**src/rtl/proc_io_pkg.sv**
```systemverilog
`default_nettype none
// ============================================================================
// Module      : proc_io_pkg
// Description : Shared constants and types for the processor timer peripheral:
//               register offsets, CTRL/STATUS bit indices and the timer state
//               encoding.
// Revision    : 1.0 - initial release
// ============================================================================
package proc_io_pkg;

    // Register offsets within the 8-word window
    localparam logic [2:0] OFS_CTRL   = 3'd0;
    localparam logic [2:0] OFS_LOAD   = 3'd1;
    localparam logic [2:0] OFS_COUNT  = 3'd2;
    localparam logic [2:0] OFS_STATUS = 3'd3;
    localparam logic [2:0] OFS_PRESC  = 3'd4;

    // CTRL bit positions
    localparam int CTRL_EN     = 0;
    localparam int CTRL_RELOAD = 1;
    localparam int CTRL_IE     = 2;

    // STATUS bit positions
    localparam int STATUS_EXP  = 0;

    // Timer state; EN reads 1 only in RUN
    typedef enum logic [1:0] {
        IDLE = 2'd0,
        RUN  = 2'd1,
        DONE = 2'd2
    } timer_state_t;

endpackage
`default_nettype wire

```
**src/rtl/proc_timer_presc.sv**
```systemverilog
`default_nettype none
// ============================================================================
// Module      : proc_timer_presc
// Description : Prescaler counter. Counts cycles while run is high and emits a
//               one-cycle tick when the count equals presc, wrapping to 0.
//               clr restarts the period from zero.
// Revision    : 1.0 - initial release
// ============================================================================
module proc_timer_presc #(
    parameter int PRESC_W = 16
) (
    input  logic               clk,
    input  logic               rst,
    input  logic               run,
    input  logic               clr,
    input  logic [PRESC_W-1:0] presc,
    output logic               tick
);

    logic [PRESC_W-1:0] r_cnt;

    // The tick fires in the cycle the counter reaches the terminal value
    assign tick = run & (r_cnt == presc);

    // Prescaler counter: clear wins, then wrap on tick, else count while running
    always_ff @(posedge clk or posedge rst) begin
        if (rst) begin
            r_cnt <= '0;
        end else if (clr) begin
            r_cnt <= '0;
        end else if (tick) begin
            r_cnt <= '0;
        end else if (run) begin
            r_cnt <= r_cnt + PRESC_W'(1);
        end
    end

endmodule
`default_nettype wire

```
**src/rtl/proc_timer.sv**
```systemverilog
`default_nettype none
// ============================================================================
// Module      : proc_timer
// Description : Memory-mapped 16-bit down-counter timer with prescaler,
//               auto-reload and level interrupt. Read data is registered so it
//               returns one cycle after the address, like the data memory.
//               Build option: define PROC_TIMER_IRQ_EN to implement CTRL.IE
//               and the irq output; otherwise IE reads 0 and irq is tied low.
// Revision    : 1.0 - initial release
// ============================================================================
module proc_timer
    import proc_io_pkg::*;
#(
    parameter logic [15:0] BASE_ADDR = 16'h1000,
    parameter int          PRESC_W   = 16
) (
    input  logic        clk,
    input  logic        rst,
    input  logic [15:0] addr,
    input  logic [15:0] dout,
    input  logic        wren,
    output logic [15:0] rdata,
    output logic        hit,
    output logic        irq
);

    timer_state_t       r_state;
    logic [15:0]        r_count;
    logic [15:0]        r_load;
    logic [PRESC_W-1:0] r_presc;
    logic               r_reload;
    logic               r_exp;
    logic               w_ie;
    logic [15:0]        r_rdata;
    logic               r_hit;

    logic               w_sel;
    logic [2:0]         w_ofs;
    logic               w_wr;
    logic               w_wr_ctrl;
    logic               w_wr_load;
    logic               w_wr_count;
    logic               w_wr_status;
    logic               w_wr_presc;
    logic               w_start;
    logic               w_stop;
    logic               w_tick;
    logic               w_expire;
    logic [15:0]        w_presc_ext;
    logic [15:0]        w_rd_val;

    assign w_sel       = (addr[15:3] == BASE_ADDR[15:3]);
    assign w_ofs       = addr[2:0];
    assign w_wr        = wren & w_sel;
    assign w_wr_ctrl   = w_wr & (w_ofs == OFS_CTRL);
    assign w_wr_load   = w_wr & (w_ofs == OFS_LOAD);
    assign w_wr_count  = w_wr & (w_ofs == OFS_COUNT);
    assign w_wr_status = w_wr & (w_ofs == OFS_STATUS);
    assign w_wr_presc  = w_wr & (w_ofs == OFS_PRESC);

    // Enabling from IDLE or DONE restarts; enabling while RUN is a no-op
    assign w_start  = w_wr_ctrl & dout[CTRL_EN] & (r_state != RUN);
    assign w_stop   = w_wr_ctrl & ~dout[CTRL_EN] & (r_state == RUN);

    // A COUNT write or a stop in the same cycle suppresses the tick's effect
    assign w_expire = (r_state == RUN) & w_tick & ~w_stop & ~w_wr_count
                    & (r_count == 16'd0);

    proc_timer_presc #(
        .PRESC_W (PRESC_W)
    ) u_presc (
        .clk   (clk),
        .rst   (rst),
        .run   (r_state == RUN),
        .clr   (w_start | w_wr_count),
        .presc (r_presc),
        .tick  (w_tick)
    );

    // Timer FSM with count register and expiry flag
    always_ff @(posedge clk or posedge rst) begin
        if (rst) begin
            r_state <= IDLE;
            r_count <= '0;
            r_exp   <= 1'b0;
        end else begin
            case (r_state)
                RUN: begin
                    if (w_stop) begin
                        r_state <= IDLE;
                    end else if (w_wr_count) begin
                        r_count <= dout;
                    end else if (w_tick) begin
                        if (r_count != 16'd0) begin
                            r_count <= r_count - 16'd1;
                        end else if (r_reload) begin
                            r_count <= r_load;
                        end else begin
                            r_state <= DONE;
                        end
                    end
                end
                default: begin
                    if (w_start) begin
                        r_state <= RUN;
                        r_count <= r_load;
                    end else if (w_wr_count) begin
                        r_count <= dout;
                    end
                end
            endcase
            // Expiry beats a simultaneous write-1-to-clear
            if (w_expire) begin
                r_exp <= 1'b1;
            end else if (w_wr_status & dout[STATUS_EXP]) begin
                r_exp <= 1'b0;
            end
        end
    end

    // Software-written configuration registers
    always_ff @(posedge clk or posedge rst) begin
        if (rst) begin
            r_reload <= 1'b0;
            r_load   <= '0;
            r_presc  <= '0;
        end else begin
            if (w_wr_ctrl) begin
                r_reload <= dout[CTRL_RELOAD];
            end
            if (w_wr_load) begin
                r_load <= dout;
            end
            if (w_wr_presc) begin
                r_presc <= dout[PRESC_W-1:0];
            end
        end
    end

`ifdef PROC_TIMER_IRQ_EN
    logic r_ie;

    // Interrupt enable bit
    always_ff @(posedge clk or posedge rst) begin
        if (rst) begin
            r_ie <= 1'b0;
        end else if (w_wr_ctrl) begin
            r_ie <= dout[CTRL_IE];
        end
    end

    assign w_ie = r_ie;
`else
    assign w_ie = 1'b0;
`endif

    assign irq = r_exp & w_ie;

    // Read mux over the current (pre-edge) register values
    always_comb begin
        w_presc_ext                = '0;
        w_presc_ext[PRESC_W-1:0]   = r_presc;
        w_rd_val                   = '0;
        case (w_ofs)
            OFS_CTRL:   w_rd_val = {13'd0, w_ie, r_reload, (r_state == RUN)};
            OFS_LOAD:   w_rd_val = r_load;
            OFS_COUNT:  w_rd_val = r_count;
            OFS_STATUS: w_rd_val = {15'd0, r_exp};
            OFS_PRESC:  w_rd_val = w_presc_ext;
            default:    w_rd_val = '0;
        endcase
    end

    // One-cycle read latency, zero data outside the window
    always_ff @(posedge clk or posedge rst) begin
        if (rst) begin
            r_rdata <= '0;
            r_hit   <= 1'b0;
        end else begin
            r_rdata <= w_sel ? w_rd_val : 16'd0;
            r_hit   <= w_sel;
        end
    end

    assign rdata = r_rdata;
    assign hit   = r_hit;

endmodule
`default_nettype wire

```
**config.mk**
```make
export PLATFORM = sky130hd
export DESIGN_NAME = proc_timer
export DESIGN_NICKNAME = d
export VERILOG_FILES = /design/src/rtl/proc_io_pkg.sv /design/src/rtl/proc_timer_presc.sv /design/src/rtl/proc_timer.sv
export SDC_FILE = /design/constraint.sdc
export NUM_CORES = 1
export LEC_CHECK = 0
export CAP_MARGIN = 20
export CELL_PAD_IN_SITES_DETAIL_PLACEMENT = 1
export CELL_PAD_IN_SITES_GLOBAL_PLACEMENT = 2
export CORE_UTILIZATION = 39
export CTS_CLUSTER_DIAMETER = 150
export DETAILED_ROUTE_END_ITERATION = 12
export GPL_TIMING_DRIVEN = 0
export PLACE_DENSITY_LB_ADDON = 0.1
export REMOVE_ABC_BUFFERS = 1
export SLEW_MARGIN = 10
export SYNTH_ARGS = -nofsm -noshare
export SYNTH_HDL_FRONTEND = slang
export SYNTH_SLANG_ARGS = --single-unit
```
**constraint.sdc**
```tcl
create_clock -name clk -period 5.15 [get_ports clk]
set_input_delay 1.03 -clock clk [delete_from_list [all_inputs] [get_ports clk]]
set_output_delay 1.03 -clock clk [all_outputs]
set_load 0.03 [all_outputs]
```
==> impl_metrics.yaml <==
status:
  status: "complete, but fails checks"
  violations: "design-rule violations"
clock_network:
  post_cts_resized: 0
  ctsHoldBuffers: 0
  clkLatencyLatePin_ns: 0.35
  cts_root_buf: "clkbuf_16"
  cts.sinks: 85
  cts_tree: "yes"
  cts_max_level: 3
  cts_inserted_buffers: 9
  cts_setup_buffers: 0
  clkTransAtPathRegs_ns: 0.06
  cts.path.max_buffers: 2
power_and_ir_drop:
  leakagePower_nw: 2.48
  finalPower_mw: 2.13
  powerDensity_mw_per_mm2: 374
  max-vdd-ir-drop_v: 0.000258
cells_and_area:
  design_area_mm2: 0.00571
  n_antenna_cell: 0
  syn_to_final_growth_pct: 21.7
  final_nets: 564
  utilization_pct: 49.3
  drive_gt1_share_pct: 14.1
placed_design:
  placed_cell_area_mm2: 0.00538
  routabilityCongestion: 0.830
  hpwlAfterDp_mm: 10.1
  io_buffers: 51
floorplanning:
  core_mm2: 0.0116
  start_util_pct: 40.5
  die_h_um: 112
  row_count: 39
  dieArea_mm2: 0.0125
  io_pins: 53
  fp.dieW_um: 112
grt:
  grt_overflow: 0
  grt_pass1_wl_mm: 23.0
  grt_antenna_before_repair: 0
  grt_util_all_layers_pct: 24.2
  use_met1_pct: 30.7
  grt-busiest-layer: "met2"
  grt_pass1_vias: 4243
  grtUsageMet3_pct: 6.15
  grt_max_degree: 47
  grtUsageMet2_pct: 40.9
route:
  antenna_left: 0
  wl_per_cell_um: 20.7
  via_per_inst: 5.83
  routed_wl_mm: 13.9
  drt_iter0_markers: 217
  dr.pass1.iters: 10
  vias: 3929
  drc: 3
synth:
  synth_cell_types: 56
  synth_most_common_cell: "dfrtp_1"
  synth_edf_count: 0
  syn_inst: 486
  syn_area_mm2: 0.00469
  ys_seq_area_share_pct: 45.4
  synth_top_area_share_pct: 45.4
  ys_warn_count: 0
  synth_area_per_cell_um2: 9.64
  synth_ff_type: "dfrtp_1"
  ys_ff_latch: 85
  synth_top_area_cell: "dfrtp_1"
  async_reset_ff_share_pct: 100
  synth_top_cells_by_area: "dfrtp_1 (45%), mux2_2 (7.9%), nor2_1 (5.9%), xor2_1 (5.0%), a21oi_1 (3.0%)"
  synth_common_cells: "dfrtp_1 (85), nor2_1 (74), nand2_1 (36)"
critical_path:
  required_ns: 5.37
  startpoint_type: "input port"
  timing_worst_setup_path_type: "in -> reg"
  crit_path_end_kind: "register"
  timing.rr.start: "r_count[0]$_DFFE_PP0P_"
  crit_fanout: 19
  cp-startpoint: "addr[0]"
  critPathArrivalTime_ns: 3.98
timing:
  period_needed_ns: 3.75
  fmax_mhz: 266
  rsz0062_at_grt: "false"
  period_share_pct: 72.9
  slew_headroom_pct: 43.0
  worst_pin_slew_ns: 0.852
  drv_slew: 0
  setup_viol: 0
  skew_ns: 0.00616
  finalHoldViolCount: 0
worst_hold_path:
  min_path_type: "reg -> reg"
  hold_start: "r_load[12]$_DFFE_PP0P_"
job:
  maxCapViolCount: 0
-- per-layer routing --
layer / up-vias / part of all wire [%]
met5: - / 0
met2: 74 / 50
met3: 14 / 4.9
met1: 2016 / 44
li1: 1825 / -
met4: 0 / 1.2
-- sequential cells by signal, summed over array words and instances (netlist names) --
| name | flops |
|---|---|
| r_presc | 16 |
| hit | 1 |
| r_state | 2 |
| r_count | 16 |
| r_reload | 1 |
| r_load | 16 |
| u_presc.r_cnt | 16 |
| r_exp | 1 |
| rdata | 16 |
-- cell usage in the layout, fill, tap and decap left out, drive strengths merged, types with 2 or more instances in the layout --
cell type	synthesis	layout
nand4	6	6
bufinv	0	2
nand2	36	36
dfrtp	85	85
clkinv	0	2
xor2	27	27
nor4b	4	4
nor2	75	75
xnor2	8	8
nand3	11	11
o2bb2ai	3	3
a211oi	2	2
mux2	33	33
clkbuf	19	12
a21o	3	3
clkdlybuf4s50	0	51
inv	9	9
ha	3	3
a21oi	28	28
o211ai	3	3
buf	11	8
and2	2	2
and3	5	5
or4	3	3
o31ai	7	7
o21ai	24	24
a31oi	4	4
a221oi	10	10
a22oi	17	17
nor4	13	13
or3	7	7
nor3	11	11
nor2b	2	2
nand2b	2	2
-- worst paths after layout --
| kind | endpoint | slack [ns] | depth (start not counted) |
|---|---|---|---|
| setup / recovery | r_count[8]$_DFFE_PP0P_ | 1.40 | 10 |
| hold / removal | r_load[12]$_DFFE_PP0P_ | 0.54 | 1 |
| setup reg to reg | r_count[9]$_DFFE_PP0P_ | 1.87 | 10 |
| hold reg to reg | r_load[12]$_DFFE_PP0P_ | 0.54 | 1 |
| max in group asynchronous | r_load[8]$_DFFE_PP0P_ | 3.43 | 3 |
| min in group asynchronous | rdata[2]$_DFF_PP0_ | 1.09 | 2 |
-- critical path, stage by stage --
cell and delay, ns:
clkdlybuf4s50_1 0.67, buf_16 0.29, nor4b_4 0.27, nand4_4 0.22
o31a_1 0.47, nor2_1 0.26, o21ai_2 0.25, buf_8 0.24
o21ai_0 0.16, o21ai_0 0.10
-- cells by family (layout without fill, tap and decap cells) --
group / count (synthesis) / after routing / synth area share, %
adders and majority gates: 3 / 3 / 0.801
muxes: 34 / 34 / 8.14
and+or+nand+nor: 181 / 181 / 20.2
buffers and inverters: 39 / 84 / 3.76
DFF: 85 / 85 / 45.4
xor gates and xnor gates: 35 / 35 / 6.54
AOI/OAI and AO/OA: 108 / 108 / 15.1
other: 1 / 1 / 0.0800
-- through the flow --
| stage | hold WS, ns | setup WS [ns] | TNS (ns) | instances |
|---|---|---|---|---|
| 2_1_floorplan | 0.457 | 1.93 | 0 | 456 |
| 4_1_cts | 0.536 | 1.39 | 0 | 674 |
| 3_5_place_dp | 0.517 | 1.03 | 0 | 658 |
| 3_3_place_gp | 0.498 | -0.131 | -0.766 | 650 |
| 6_report | 0.542 | 1.40 | 0 | 674 |
| 5_1_grt | 0.563 | 1.17 | 0 | 674 |
-- report_power, final --
part           leakage (nW)  switching [mW]  internal [mW]
combinational          1.17           0.307          0.234
clock                 0.163           0.273          0.450
sequential             1.15           0.126          0.741
-- layout make-up --
cell class,instances,area [µm²]
inverters,9,36.3
repair buffers,59,637
flip-flops and latches,85,2130
clock inverters,4,70.1
well taps,143,179
clock buffers,12,256
fillers,1316,5860
multi-input cells,362,2400
No activity file was read; power rests on OpenSTA's default activity.
